**src/rtl/instr_fetch_queue.sv**
```systemverilog
// -----------------------------------------------------------------------------
// instr_fetch_queue
//
// Requester side of the instruction memory interface. Owns the fetch PC,
// issues one word read at a time over a req/ack handshake and buffers the
// returned instructions, tagged with their PCs, in a DEPTH-entry FIFO for the
// decode stage. A redirect flushes the FIFO and restarts fetching at the new
// target. A response still in flight when the redirect arrives is waited
// out and discarded.
//
// Parameters
//   DEPTH     FIFO entries (power of two, >= 2)
//   RESET_PC  first fetch address after reset
//
// Ports
//   clk_i          clock, rising edge
//   rst_i          asynchronous active-low reset
//   mem_req_o      registered read request
//   mem_addr_o     registered byte address of the request (word aligned)
//   mem_ack_i      completes the current request
//   mem_data_i     instruction word, valid with mem_ack_i
//   redirect_i     flush and restart fetch
//   redirect_pc_i  new fetch PC (bits [1:0] forced to zero)
//   instr_valid_o  FIFO head valid
//   instr_o        instruction at FIFO head (0 when empty)
//   instr_pc_o     byte PC of instr_o (0 when empty)
//   instr_ready_i  consumer takes the head this cycle
//
// Build option
//   IFQ_BYPASS_EN  when defined, an accepted response arriving while the FIFO
//                  is empty is presented on instr_* in the ack cycle, and is
//                  only written into the FIFO if the consumer does not take it.
// -----------------------------------------------------------------------------
module instr_fetch_queue #(
  parameter int unsigned DEPTH    = 4,
  parameter logic [31:0] RESET_PC = 32'h0000_0000
) (
  input  logic        clk_i,
  input  logic        rst_i,
  output logic        mem_req_o,
  output logic [31:0] mem_addr_o,
  input  logic        mem_ack_i,
  input  logic [31:0] mem_data_i,
  input  logic        redirect_i,
  input  logic [31:0] redirect_pc_i,
  output logic        instr_valid_o,
  output logic [31:0] instr_o,
  output logic [31:0] instr_pc_o,
  input  logic        instr_ready_i
);

  localparam int unsigned PTR_W      = (DEPTH > 1) ? $clog2(DEPTH) : 1;
  localparam int unsigned CNT_W      = $clog2(DEPTH + 1);
  localparam logic [31:0] RESET_ADDR = {RESET_PC[31:2], 2'b00};

  // DROP: a request is still outstanding but its response must be thrown away.
  typedef enum logic [1:0] {
    ST_IDLE = 2'd0,
    ST_REQ  = 2'd1,
    ST_DROP = 2'd2
  } state_e;

  state_e           state_q, state_d;
  logic             req_q, req_d;
  logic [31:0]      addr_q, addr_d;
  logic [31:0]      fetch_pc_q, fetch_pc_d;
  logic [CNT_W-1:0] count_q, count_d;
  logic [PTR_W-1:0] rd_ptr_q, rd_ptr_d;
  logic [PTR_W-1:0] wr_ptr_q, wr_ptr_d;

  logic [31:0]      fifo_instr_q [DEPTH];
  logic [31:0]      fifo_pc_q    [DEPTH];

  logic             ack_s;
  logic             accept_s;
  logic             empty_s;
  logic             bypass_s;
  logic             push_s;
  logic             pop_s;
  logic             space_s;
  logic [31:0]      pc_inc_s;
  logic [31:0]      redirect_addr_s;
  logic             unused_redirect_lsb_s;

  assign unused_redirect_lsb_s = ^redirect_pc_i[1:0];

  // Handshake qualification and FIFO push/pop decisions.
  always_comb begin
    ack_s           = req_q & mem_ack_i;
    accept_s        = ack_s & (state_q == ST_REQ) & ~redirect_i;
    empty_s         = (count_q == {CNT_W{1'b0}});
`ifdef IFQ_BYPASS_EN
    bypass_s        = accept_s & empty_s;
`else
    bypass_s        = 1'b0;
`endif
    // A bypassed response the consumer takes right away never enters the FIFO.
    push_s          = accept_s & ~(bypass_s & instr_ready_i);
    pop_s           = ~empty_s & instr_ready_i & ~redirect_i;
    pc_inc_s        = fetch_pc_q + 32'd4;
    redirect_addr_s = {redirect_pc_i[31:2], 2'b00};
  end

  // FIFO pointer and occupancy next state; a redirect empties the FIFO.
  always_comb begin
    rd_ptr_d = rd_ptr_q;
    wr_ptr_d = wr_ptr_q;
    count_d  = count_q;
    if (redirect_i) begin
      rd_ptr_d = {PTR_W{1'b0}};
      wr_ptr_d = {PTR_W{1'b0}};
      count_d  = {CNT_W{1'b0}};
    end else begin
      if (push_s) begin
        wr_ptr_d = wr_ptr_q + PTR_W'(1);
      end else begin
        wr_ptr_d = wr_ptr_q;
      end
      if (pop_s) begin
        rd_ptr_d = rd_ptr_q + PTR_W'(1);
      end else begin
        rd_ptr_d = rd_ptr_q;
      end
      case ({push_s, pop_s})
        2'b10:   count_d = count_q + CNT_W'(1);
        2'b01:   count_d = count_q - CNT_W'(1);
        default: count_d = count_q;
      endcase
    end
  end

  // Free space after this cycle's push and pop decides whether to keep requesting.
  always_comb begin
    space_s = (count_d < CNT_W'(DEPTH));
  end

  // Fetch FSM next state, request and address registers.
  always_comb begin
    state_d    = state_q;
    req_d      = req_q;
    addr_d     = addr_q;
    fetch_pc_d = fetch_pc_q;
    if (redirect_i) begin
      fetch_pc_d = redirect_addr_s;
      case (state_q)
        ST_IDLE: begin
          state_d = ST_REQ;
          req_d   = 1'b1;
          addr_d  = redirect_addr_s;
        end
        ST_REQ, ST_DROP: begin
          if (ack_s) begin
            state_d = ST_REQ;
            req_d   = 1'b1;
            addr_d  = redirect_addr_s;
          end else begin
            // Old request stays on the bus until the memory answers it.
            state_d = ST_DROP;
            req_d   = 1'b1;
            addr_d  = addr_q;
          end
        end
        default: begin
          state_d = ST_IDLE;
          req_d   = 1'b0;
          addr_d  = addr_q;
        end
      endcase
    end else begin
      case (state_q)
        ST_IDLE: begin
          if (space_s) begin
            state_d = ST_REQ;
            req_d   = 1'b1;
            addr_d  = fetch_pc_q;
          end else begin
            state_d = ST_IDLE;
            req_d   = 1'b0;
          end
        end
        ST_REQ: begin
          if (ack_s) begin
            fetch_pc_d = pc_inc_s;
            addr_d     = pc_inc_s;
            if (space_s) begin
              state_d = ST_REQ;
              req_d   = 1'b1;
            end else begin
              state_d = ST_IDLE;
              req_d   = 1'b0;
            end
          end else begin
            state_d = ST_REQ;
            req_d   = 1'b1;
          end
        end
        ST_DROP: begin
          // FIFO is empty in DROP, so there is always room to restart.
          if (ack_s) begin
            state_d = ST_REQ;
            req_d   = 1'b1;
            addr_d  = fetch_pc_q;
          end else begin
            state_d = ST_DROP;
            req_d   = 1'b1;
          end
        end
        default: begin
          state_d = ST_IDLE;
          req_d   = 1'b0;
        end
      endcase
    end
  end

  // Control, address and FIFO bookkeeping registers.
  always_ff @(posedge clk_i or negedge rst_i) begin
    if (!rst_i) begin
      state_q    <= ST_IDLE;
      req_q      <= 1'b0;
      addr_q     <= RESET_ADDR;
      fetch_pc_q <= RESET_ADDR;
      count_q    <= {CNT_W{1'b0}};
      rd_ptr_q   <= {PTR_W{1'b0}};
      wr_ptr_q   <= {PTR_W{1'b0}};
    end else begin
      state_q    <= state_d;
      req_q      <= req_d;
      addr_q     <= addr_d;
      fetch_pc_q <= fetch_pc_d;
      count_q    <= count_d;
      rd_ptr_q   <= rd_ptr_d;
      wr_ptr_q   <= wr_ptr_d;
    end
  end

  // FIFO storage: instruction word and its PC per entry.
  always_ff @(posedge clk_i or negedge rst_i) begin
    if (!rst_i) begin
      for (int unsigned i = 0; i < DEPTH; i++) begin
        fifo_instr_q[i] <= 32'h0000_0000;
        fifo_pc_q[i]    <= 32'h0000_0000;
      end
    end else if (push_s) begin
      fifo_instr_q[wr_ptr_q] <= mem_data_i;
      fifo_pc_q[wr_ptr_q]    <= fetch_pc_q;
    end
  end

  // Consumer-side outputs: bypassed response, FIFO head, or zeros when empty.
  always_comb begin
    if (bypass_s) begin
      instr_valid_o = 1'b1;
      instr_o       = mem_data_i;
      instr_pc_o    = addr_q;
    end else if (!empty_s) begin
      instr_valid_o = 1'b1;
      instr_o       = fifo_instr_q[rd_ptr_q];
      instr_pc_o    = fifo_pc_q[rd_ptr_q];
    end else begin
      instr_valid_o = 1'b0;
      instr_o       = 32'h0000_0000;
      instr_pc_o    = 32'h0000_0000;
    end
  end

  assign mem_req_o  = req_q;
  assign mem_addr_o = addr_q;

endmodule

```
**config.mk**
```make
export PLATFORM = sky130hd
export DESIGN_NAME = instr_fetch_queue
export DESIGN_NICKNAME = d
export VERILOG_FILES = /design/src/rtl/instr_fetch_queue.sv
export SDC_FILE = /design/constraint.sdc
export NUM_CORES = 1
export LEC_CHECK = 0
export CORE_ASPECT_RATIO = 0.5
export CORE_MARGIN = 4
export CORE_UTILIZATION = 30
export CTS_CLUSTER_SIZE = 25
export DETAILED_ROUTE_END_ITERATION = 10
export GPL_TIMING_DRIVEN = 0
export SYNTH_ARGS = -nofsm -noshare
export SYNTH_HDL_FRONTEND = slang
export SYNTH_SLANG_ARGS = --single-unit
export TNS_END_PERCENT = 5
```
**constraint.sdc**
```tcl
create_clock -name clk_i -period 3.6 [get_ports clk_i]
set_clock_uncertainty 0.15 [all_clocks]
set_input_delay 0.54 -clock clk_i [delete_from_list [all_inputs] [get_ports clk_i]]
set_output_delay 0.54 -clock clk_i [all_outputs]
set_load 0.005 [all_outputs]
```
# Word-level counts from Yosys, hierarchy flattened
# Index checks and enable logic that the tools add are counted.
# Widths: inputs -> output; s select.
dict set report totals {
  reg_bits 330
  inputBits 69
  output_inout_bits 98
  wordCells 93
}
dict set report classes {
  add_sub_neg 5
  n_lt_le_gt_ge 4
  n_eq_ne 9
  muxes 39
  n_bitwise 9
  n_reduce_logical 12
}
# op n
set ops {}
lappend ops {{$mux 32} 14}
lappend ops {{$bwmux 128} 2}
lappend ops {{$bmux 32 s2} 2}
lappend ops {{$pmux 32 s3} 1}
lappend ops {{$demux 32 s2} 1}
lappend ops {{$pmux 32 s2} 1}
lappend ops {{$add 32x3->32 const B} 1}
lappend ops {{$mux 2} 7}
lappend ops {{$ne 3x3->1 const B} 4}
lappend ops {{$reduce_bool 2->1} 4}
lappend ops {{$ge 3x3->1 const B} 2}
lappend ops {{$mux 1} 6}
lappend ops {{$not 2->3} 2}
lappend ops {{$pmux 2 s3} 1}
lappend ops {{$pmux 3 s2} 1}
lappend ops {{$reduce_and 6->1} 1}
lappend ops {{$and 1x1->1} 5}
lappend ops {{$add 2x1->2 const B} 2}
lappend ops {{$eq 2x1->1 const B} 2}
lappend ops {{$eq 2x2->1 const B} 2}
lappend ops {{$pmux 2 s2} 1}
lappend ops {{$reduce_bool 4->1} 1}
lappend ops {{$add 3x1->3 const B} 1}
lappend ops {{$logic_not 3->1} 1}
lappend ops {{other kinds (12)} 13}

# Depth between registers and ports, before layout
# Gate-level depths: netlist (run 1).
dict set report depth {
  ltp_word 12
  mapped_depth 16
  depth_no_buf 13
}

# Worst setup path before layout (run 1)
# No wires, ideal clock.
dict set report synth_path {
  path_type {input-to-reg}
  start {input port redirect_i}
  end {register addr_q[17], in the netlist mem_addr_o[17]}
  setup_ns 0.125
  t_arrival_ns 3.400
  required_ns 3.325
  slack_ns -0.075
  path_stages 15
  path_buffers 4
  cell_sequence {buf_2 inv_2 buf_2 buf_1 nand3_1 inv_1 ha_1 xor2_1 ha_1 a21oi_1 mux2_2 mux2i_2 nor2_1 buf_2 mux2_2}
}
dict set report synth_between {
  elab_chain_cells 8
  word_cells_on_any_way 16
  classes_between {order compare: 1; eq/ne: 7; mux: 3; bitwise: 3; reduce/logical: 2}
}
# element line
set synth_lines {}
lappend synth_lines {{start, declared} 44} ;# input logic redirect_i,
lappend synth_lines {{$not 1->1} {90, 99}}
lappend synth_lines {{$and 1x1->1, on equally long branches} {99, 90}}
lappend synth_lines {{$eq 2x1->1 or $eq 2x2->1 (tied branches)} 124} ;# case ({push_s, pop_s})
lappend synth_lines {{$pmux 3 s2} 124}
lappend synth_lines {{$mux 3} 109} ;# if (redirect_i) begin
lappend synth_lines {{$lt 3x3->1} 134} ;# space_s = (count_d < CNT_W'(DEPTH));
lappend synth_lines {{$ne 3x3->1 (no source line)} n/a}
lappend synth_lines {{$reduce_and 6->1 (no source line)} n/a}
lappend synth_lines {{end signal, assigned} 229} ;# addr_q <= addr_d;
lappend synth_lines {{end, declared} 65} ;# logic [31:0] addr_q, addr_d;
# Several ways; a longest one is shown, not always the timed one.
# A chain may end at the register's enable or synchronous reset.

# Final worst setup path (run 1)
dict set report layout_path {
  start {register count_q[2]}
  end {register addr_q[26], in the netlist mem_addr_o[26]}
}
dict set report layout_between {
  elab_chain_cells 10
  word_cells_on_any_way 13
  classes_between {add/sub: 2; order compare: 1; eq/ne: 3; mux: 2; bitwise: 3; reduce/logical: 2}
}
# element line
set layout_lines {}
lappend layout_lines {{start, declared} 67} ;# logic [CNT_W-1:0] count_q, count_d;
lappend layout_lines {{start signal, assigned} 223} ;# count_q <= {CNT_W{1'b0}};
lappend layout_lines {{start signal, assigned} 231} ;# count_q <= count_d;
lappend layout_lines {{$logic_not 3->1} 91} ;# empty_s = (count_q == {CNT_W{1'b0}});
lappend layout_lines {{$not 1->1} 99} ;# pop_s = ~empty_s & instr_ready_i & ~redirect_i;
lappend layout_lines {{$and 1x1->1 (2 in series)} 99}
lappend layout_lines {{$eq 2x1->1 or $eq 2x2->1 (tied branches)} 124}
lappend layout_lines {{$pmux 3 s2 (*)} 124}
lappend layout_lines {{$mux 3 (*)} 109}
lappend layout_lines {{$lt 3x3->1 (*)} 134}
lappend layout_lines {{$ne 3x3->1 (no source line) (*)} n/a}
lappend layout_lines {{$reduce_and 6->1 (no source line) (*)} n/a}
# Mark *: on every way between the ends. The rest lies on a longest branch, timed or not.

==> impl_metrics.yaml, run 1 <==
outcome:
  status: "completed"
worst_setup_path:
  required_ps: 3920
  cp-start-kind: "register"
  crit_path_end_kind: "register"
  crit_path_max_fanout: 12
  path_class: "reg2reg"
  cp.arrival_ps: 3800
sta:
  worst_pin_slew_ps: 816
  slew_headroom_pct: 45.6
  fin_setup_tns_ps: 0
  finalSetupViolations: 0
  period_minus_slack_ps: 3490
  period_share_pct: 96.9
  slew_violations: 0
  fmax_mhz: 287
  final.setup.worst_slack_ps: 112
  hold_violations: 0
  grt_setup_unrepaired: "true"
global_route:
  grt.total_usage_pct: 14.5
  gr-total-overflow: 0
  antenna_found_initial: 1
  grt_pass1_vias: 10714
  grt_pass1_wl_um: 63200
  grt_max_degree: 115
yosys:
  synth_top_family_by_area: "multiplexers"
  synth_compound_area_share_pct: 3.54
  synth.ff_latch_count: 319
  synth_edf_count: 0
  synth-xor-area-share_pct: 2.64
  synth-adder-area-share_pct: 1.04
  yosys_warnings: 0
  synth_mux_area_share_pct: 29.4
  ys_async_sr_fraction_pct: 100
  synth_cell_types: 52
  syn-instance-count: 1169
  avgSynthCellArea_um2: 13.3
  synthSimpleGateAreaFrac_pct: 8.82
  syn_area_mm2: 0.0156
  ys_seq_area_share_pct: 51.2
  ys.flop_type: "dfrtp_1"
routing:
  initialDrtViolationCount: 550
  ant_nets: 0
  drt_first_pass_iters: 4
  routed_wl_um: 40400
  num_vias: 10180
  drc: 0
  via_per_inst: 4.90
  wire_per_inst_um: 19.5
pwr:
  peakVddDrop_mv: 0.323
  powerDensity_mw_per_mm2: 639
  p_leak_nw: 8.30
placement:
  dpl.cell_count: 2023
  preCtsSetupSlack_ps: -830
  hpwl_um: 28700
  place_congestion: 0.842
  io_buffers: 161
clock_network:
  htreeDepth: 1
  tritoncts: "yes"
  cts_num_sinks: 319
  cts_root_buf: "clkbuf_16"
  cts_buffers: 31
  clockBufferDepth: 3
  clk_latency_ps: 560
  cts.clk_slew.worst_paths_ps: 60
run:
  cap_viol_max_count: 0
floorplan:
  start_util_pct: 30.7
  io-pin-count: 167
  rows: 58
  die_x_um: 330
  coreArea_mm2: 0.0508
  die_y_um: 169
  die-area_mm2: 0.0559
worst_hold_path:
  hp-class: "in2reg"
finish:
  num-fill-cells: 4916
  drive_gt1_share_pct: 32.8
  area_delta_synth_final_pct: 24.0
  stdcell_count: 2077
  fin_nets: 1447
[synth_stat cells, drive strengths merged, types with 5 or more instances]
library cell  count  area, µm²
dfrtp           319       7980
clkbuf           38        143
o31ai            16        120
and4             11       96.3
nor3             27        135
a21oi            23        115
or3               5       31.3
ha               13        163
nor4              7       50.1
and3              5       31.3
mux4             62       1400
nand3            20        100
and2             65        407
buf              63        345
o21ai            24        120
xor2             13        114
nand2            34        128
inv               9       33.8
nor2             39        149
xnor2            34        298
mux2            281       3160
nand4            20        146
[worst max-delay path, stage by stage, from the launching register on]
cell	delay [ps]
dfrtp_1	470
or3_4	490
nand3_1	150
inv_1	70
ha_2	200
xor2_1	140
ha_1	190
a21oi_2	130
mux2_4	360
mux2i_2	200
or2_1	220
buf_4	190
buf_6	170
o31ai_4	270
[layout by cell type (no fill, tap or decap), drive strengths merged, types with 3 or more instances in the layout]
cell           instances
o21ai                 24
buf                   64
bufinv                 5
xor2                  13
nand4                 20
nor4                   7
or3                    5
o21a                   4
mux2                 281
or4                    4
o32a                   3
nor3                  27
clkdlybuf4s50        160
o31ai                 16
and4                  11
xnor2                 34
nand2                 34
ha                    13
nor3b                  3
clkinv                 4
inv                    9
nor2                  39
and3                   5
a21oi                 23
nand3                 20
clkbuf                83
mux4                  62
dfrtp                319
and2                  65
nand3b                 4
o31a                   3
[registers in the layout, summed over array words and instances, names as in the netlist]
| name | cells |
|---|---|
| state_q | 2 |
| mem_req_o | 1 |
| mem_addr_o | 31 |
| wr_ptr_q | 2 |
| rd_ptr_q | 2 |
| fifo_pc_q | 120 |
| count_q | 3 |
| fifo_instr_q | 128 |
| fetch_pc_q | 30 |
[final cells by class]
class | count | area [µm²] | area share (%)
Antenna cell | 1 | 2.50 | 0.0129
Buffer | 98 | 509 | 2.63
Clock buffer | 45 | 928 | 4.80
Clock inverter | 9 | 174 | 0.899
Inverter | 9 | 33.8 | 0.175
Multi-Input combinational cell | 741 | 7150 | 37.0
Sequential cell | 319 | 7980 | 41.3
Tap cell | 690 | 863 | 4.46
Timing Repair Buffer | 165 | 1690 | 8.74
[cell families (layout without fill, tap and decap cells)]
logic type,count (synthesis),count (layout)
and+or+nand+nor,247,247
DFF,319,319
xor gates and xnor gates,47,47
other,1,3
adders and majority gates,13,13
AOI/OAI and AO/OA,87,87
buffers and inverters,110,326
muxes,345,345
[final timing paths]
check / from / slack [ps] / cells after the start / endpoint
worst max-delay path: count_q[2] / 110 / 13 / mem_addr_o[26]
worst min register to register: fifo_pc_q[23] / 340 / 1 / fifo_pc_q[23]
max in group asynchronous: rst_i / 1760 / 3 / fifo_instr_q[71]
min in group asynchronous: rst_i / 460 / 2 / fifo_pc_q[39]
worst min-delay path: redirect_i / 220 / 3 / state_q[1]
worst max register to register: count_q[2] / 110 / 13 / mem_addr_o[26]
[per-layer routing]
layer / vias to the layer above / routed length, µm / GRT usage, %
met5: - / 0 / 0
met4: 0 / 943 / 3.65
met3: 64 / 1160 / 1.90
met2: 151 / 21000 / 26.1
met1: 5335 / 17300 / 18.5
li1: 4630 / - / -
[report_power, final]
group,total [W],leakage [nW],internal [W],switching [W]
sequential,0.00530,4.12,0.00473,0.000570
clock,0.00351,0.545,0.00213,0.00138
combinational,0.00355,3.64,0.00206,0.00149
[per-stage QoR]
stage	power, W	util (%)	hold WS [ps]	area (µm²)
floorplan	0.00750	-	94.4	15600
finish	0.0124	38.1	225	19300
CTS	0.0125	38.0	178	19300
global placement	0.00881	35.6	318	18100
global route	0.0131	38.1	193	19300
detailed placement	0.00888	35.7	326	18100
[what timing repair did]
item / 4_1_cts / 5_1_grt
hold buffers: 1 / 0
endpoints found under the hold margin: 99 / 0
setup endpoints to repair: 91 / 72
buffers inserted: 1 / 0
pin swaps: 2 / 1
resized for setup: 18 / 15
Note: power is estimated with default switching activity, not from simulation.
==> run 2: changes to the inputs <==
- CAP_MARGIN: not set -> 20
==> results of run 2 <==
No change in the layout: final DEF, timing and power equal those of run 1.
==> run 3: changes to the inputs <==
- clock period: 3.6 -> 2.85 ns (I/O delays scaled with it)
==> run 3 against run 2 <==
The flow now finishes with violations (negative setup slack). Critical path depth is 1 higher. Clock power is 33% higher. Non-clock buffer count is 27 higher. Cell count is 1.6% higher. Hold slack worse by 48 ps. Flip-flop and latch count stayed put. Combinational power is 43% higher. Die area stayed put. Wire length is 5.2% higher. Sequential share of layout area is 1.3 points lower. First-iteration DRC count is 27% higher. Global-route usage is 0.76 points higher. Critical path type unchanged.
==> impl_metrics.yaml, run 3 (synthesis results as in run 1) <==
clock_network:
  clk_latency_ps: 520
  cts_buffers: 34
  htreeDepth: 2
  cts_root_buf: "clkbuf_16"
  cts_num_sinks: 319
  clockBufferDepth: 3
  tritoncts: "yes"
  cts.clk_slew.worst_paths_ps: 70
sta:
  fin_setup_tns_ps: -10100
  worst_pin_slew_ps: 801
  slew_headroom_pct: 46.6
  final.setup.worst_slack_ps: -361
  fmax_mhz: 311
  hold_violations: 0
  period_minus_slack_ps: 3210
  slew_violations: 0
  period_share_pct: 113
  grt_setup_unrepaired: "true"
  finalSetupViolations: 41
worst_setup_path:
  cpLargestDelayFamily: "simple AND/OR/NAND/NOR gates"
  path_buf_inv: 4
  cp.arrival_ps: 3470
  cp-start-kind: "register"
  slowest_delay_ps: 440
  timing.rr.start: "count_q[2]"
  path_class: "reg2reg"
  critPathLaunch: "count_q[2]"
  crit_path_end_kind: "register"
  required_ps: 3110
  cp_cell_sequence: "or3_4, clkbuf_16, nand3_4, inv_4, ha_4, xor2_1, ha_2, a21oi_2, mux2_4, mux2i_4, or2_4, buf_8, buf_6, a22o_1"
  crit_path_max_fanout: 6
  slowest_stage: "dfrtp_2"
finish:
  final_common_cell: "dfrtp_1"
  drive_gt1_share_pct: 38.5
  final_cell_mix: "316 x dfrtp_1, 252 x mux2_2, 98 x clkdlybuf4s50_1"
  fin_nets: 1477
  area_delta_synth_final_pct: 28.1
  utilization_pct: 39.3
  largest_reg_flops: 128
  final_area_mm2: 0.0200
  n_antenna_cell: 0
  num-fill-cells: 4873
  regMostFlops: "fifo_instr_q"
placement:
  io_buffers: 161
  place_congestion: 0.881
  placed_area_mm2: 0.0182
  hpwl_um: 28700
global_route:
  grt.total_usage_pct: 15.2
  grt_pass1_wl_um: 66000
  grt_max_degree: 120
  gr-total-overflow: 0
  grt_pass1_vias: 11019
  antenna_found_initial: 0
routing:
  wire_per_inst_um: 20.2
  routed_wl_um: 42500
  ant_nets: 0
  num_vias: 10420
  drt_first_pass_iters: 5
  drc: 0
  initialDrtViolationCount: 699
  via_per_inst: 4.94
outcome:
  violations: "negative setup slack"
  status: "complete, but fails checks"
floorplan:
  coreArea_mm2: 0.0508
  die_y_um: 169
  start_util_pct: 30.7
  io-pin-count: 167
  die-area_mm2: 0.0559
  rows: 58
  die_x_um: 330
pwr:
  powerDensity_mw_per_mm2: 823
  p_leak_nw: 8.94
  peakVddDrop_mv: 0.364
worst_hold_path:
  hp-class: "in2reg"
  min-delay-start: "redirect_i"
run:
  cap_viol_max_count: 0
-- run 3: cell types whose count changed in the layout (fill, tap and decap cells not counted), moves of 9 or more --
cell,before,now
clkdlybuf4s50_1,160,98
buf_4,11,26
and2_4,0,10
dlymetal6s2s_1,0,9
dlygate4sd2_1,0,27
and2_1,65,55
clkbuf_2,8,22
o31ai_1,13,4
-- run 3: timing repair --
item,in CTS,in global routing
setup endpoints to repair,96,75
hold endpoints to repair,83,0
cloned,4,0
gates resized for setup,154,73
hold buffers,1,0
pin swaps,16,1
buffers inserted,21,3
-- run 3: path summary, 6_finish.rpt --
path,slack [ps],depth (start not counted),end
worst max-delay path,-360,14,mem_addr_o[20]
worst min-delay path,180,2,mem_req_o
worst max register to register,-360,14,mem_addr_o[20]
worst min register to register,340,1,fifo_pc_q[36]
max in group asynchronous,1130,3,rd_ptr_q[0]
min in group asynchronous,380,2,fifo_pc_q[10]
-- run 3: area by class of cell --
cell class | count | area [µm²] | area share [%]
flip-flops and latches | 319 | 7990 | 40.0
multi-input cells | 741 | 7320 | 36.6
repair buffers | 191 | 1880 | 9.42
clock buffers | 51 | 1070 | 5.35
well taps | 690 | 863 | 4.32
plain buffers | 99 | 699 | 3.50
clock inverters | 10 | 121 | 0.607
inverters | 9 | 38.8 | 0.194
-- run 3: layer usage --
layer	wire (µm)	GRT usage (%)	part of all wire, %	vias up
met4	1160	4.51	2.7	0
met3	1550	2.36	3.6	72
li1	-	-	-	4697
met2	21800	27.0	51	201
met1	18000	19.4	42	5450
met5	0	0	0	-
-- run 3: worst register-to-register path: cells and delay by family, from the launching register on --
family | cells | cell delay, ps
buffers and inverters | 4 | 470
DFF | 1 | 440
AOI/OAI and AO/OA | 2 | 310
xor gates and xnor gates | 1 | 140
adders and majority gates | 2 | 330
and+or+nand+nor | 3 | 670
muxes | 2 | 580
-- run 3: through the flow --
| step | worst slack [ps] | std cells | hold slack (ps) | power (W) |
|---|---|---|---|---|
| after floorplan | -240 | 1170 | -18.1 | 0.00953 |
| after global placement | -13290 | 2021 | 321 | 0.0112 |
| after detailed placement | -1100 | 2023 | 329 | 0.0113 |
| after CTS | -377 | 2108 | 137 | 0.0166 |
| after global routing | -418 | 2110 | 149 | 0.0173 |
| final | -361 | 2110 | 177 | 0.0164 |
-- run 3: power by group --
| part | internal, W | total [W] | switching, W | leakage [nW] |
|---|---|---|---|---|
| Sequential | 0.00597 | 0.00670 | 0.000729 | 4.11 |
| Combinational | 0.00296 | 0.00507 | 0.00211 | 4.26 |
| Clock | 0.00279 | 0.00467 | 0.00188 | 0.573 |
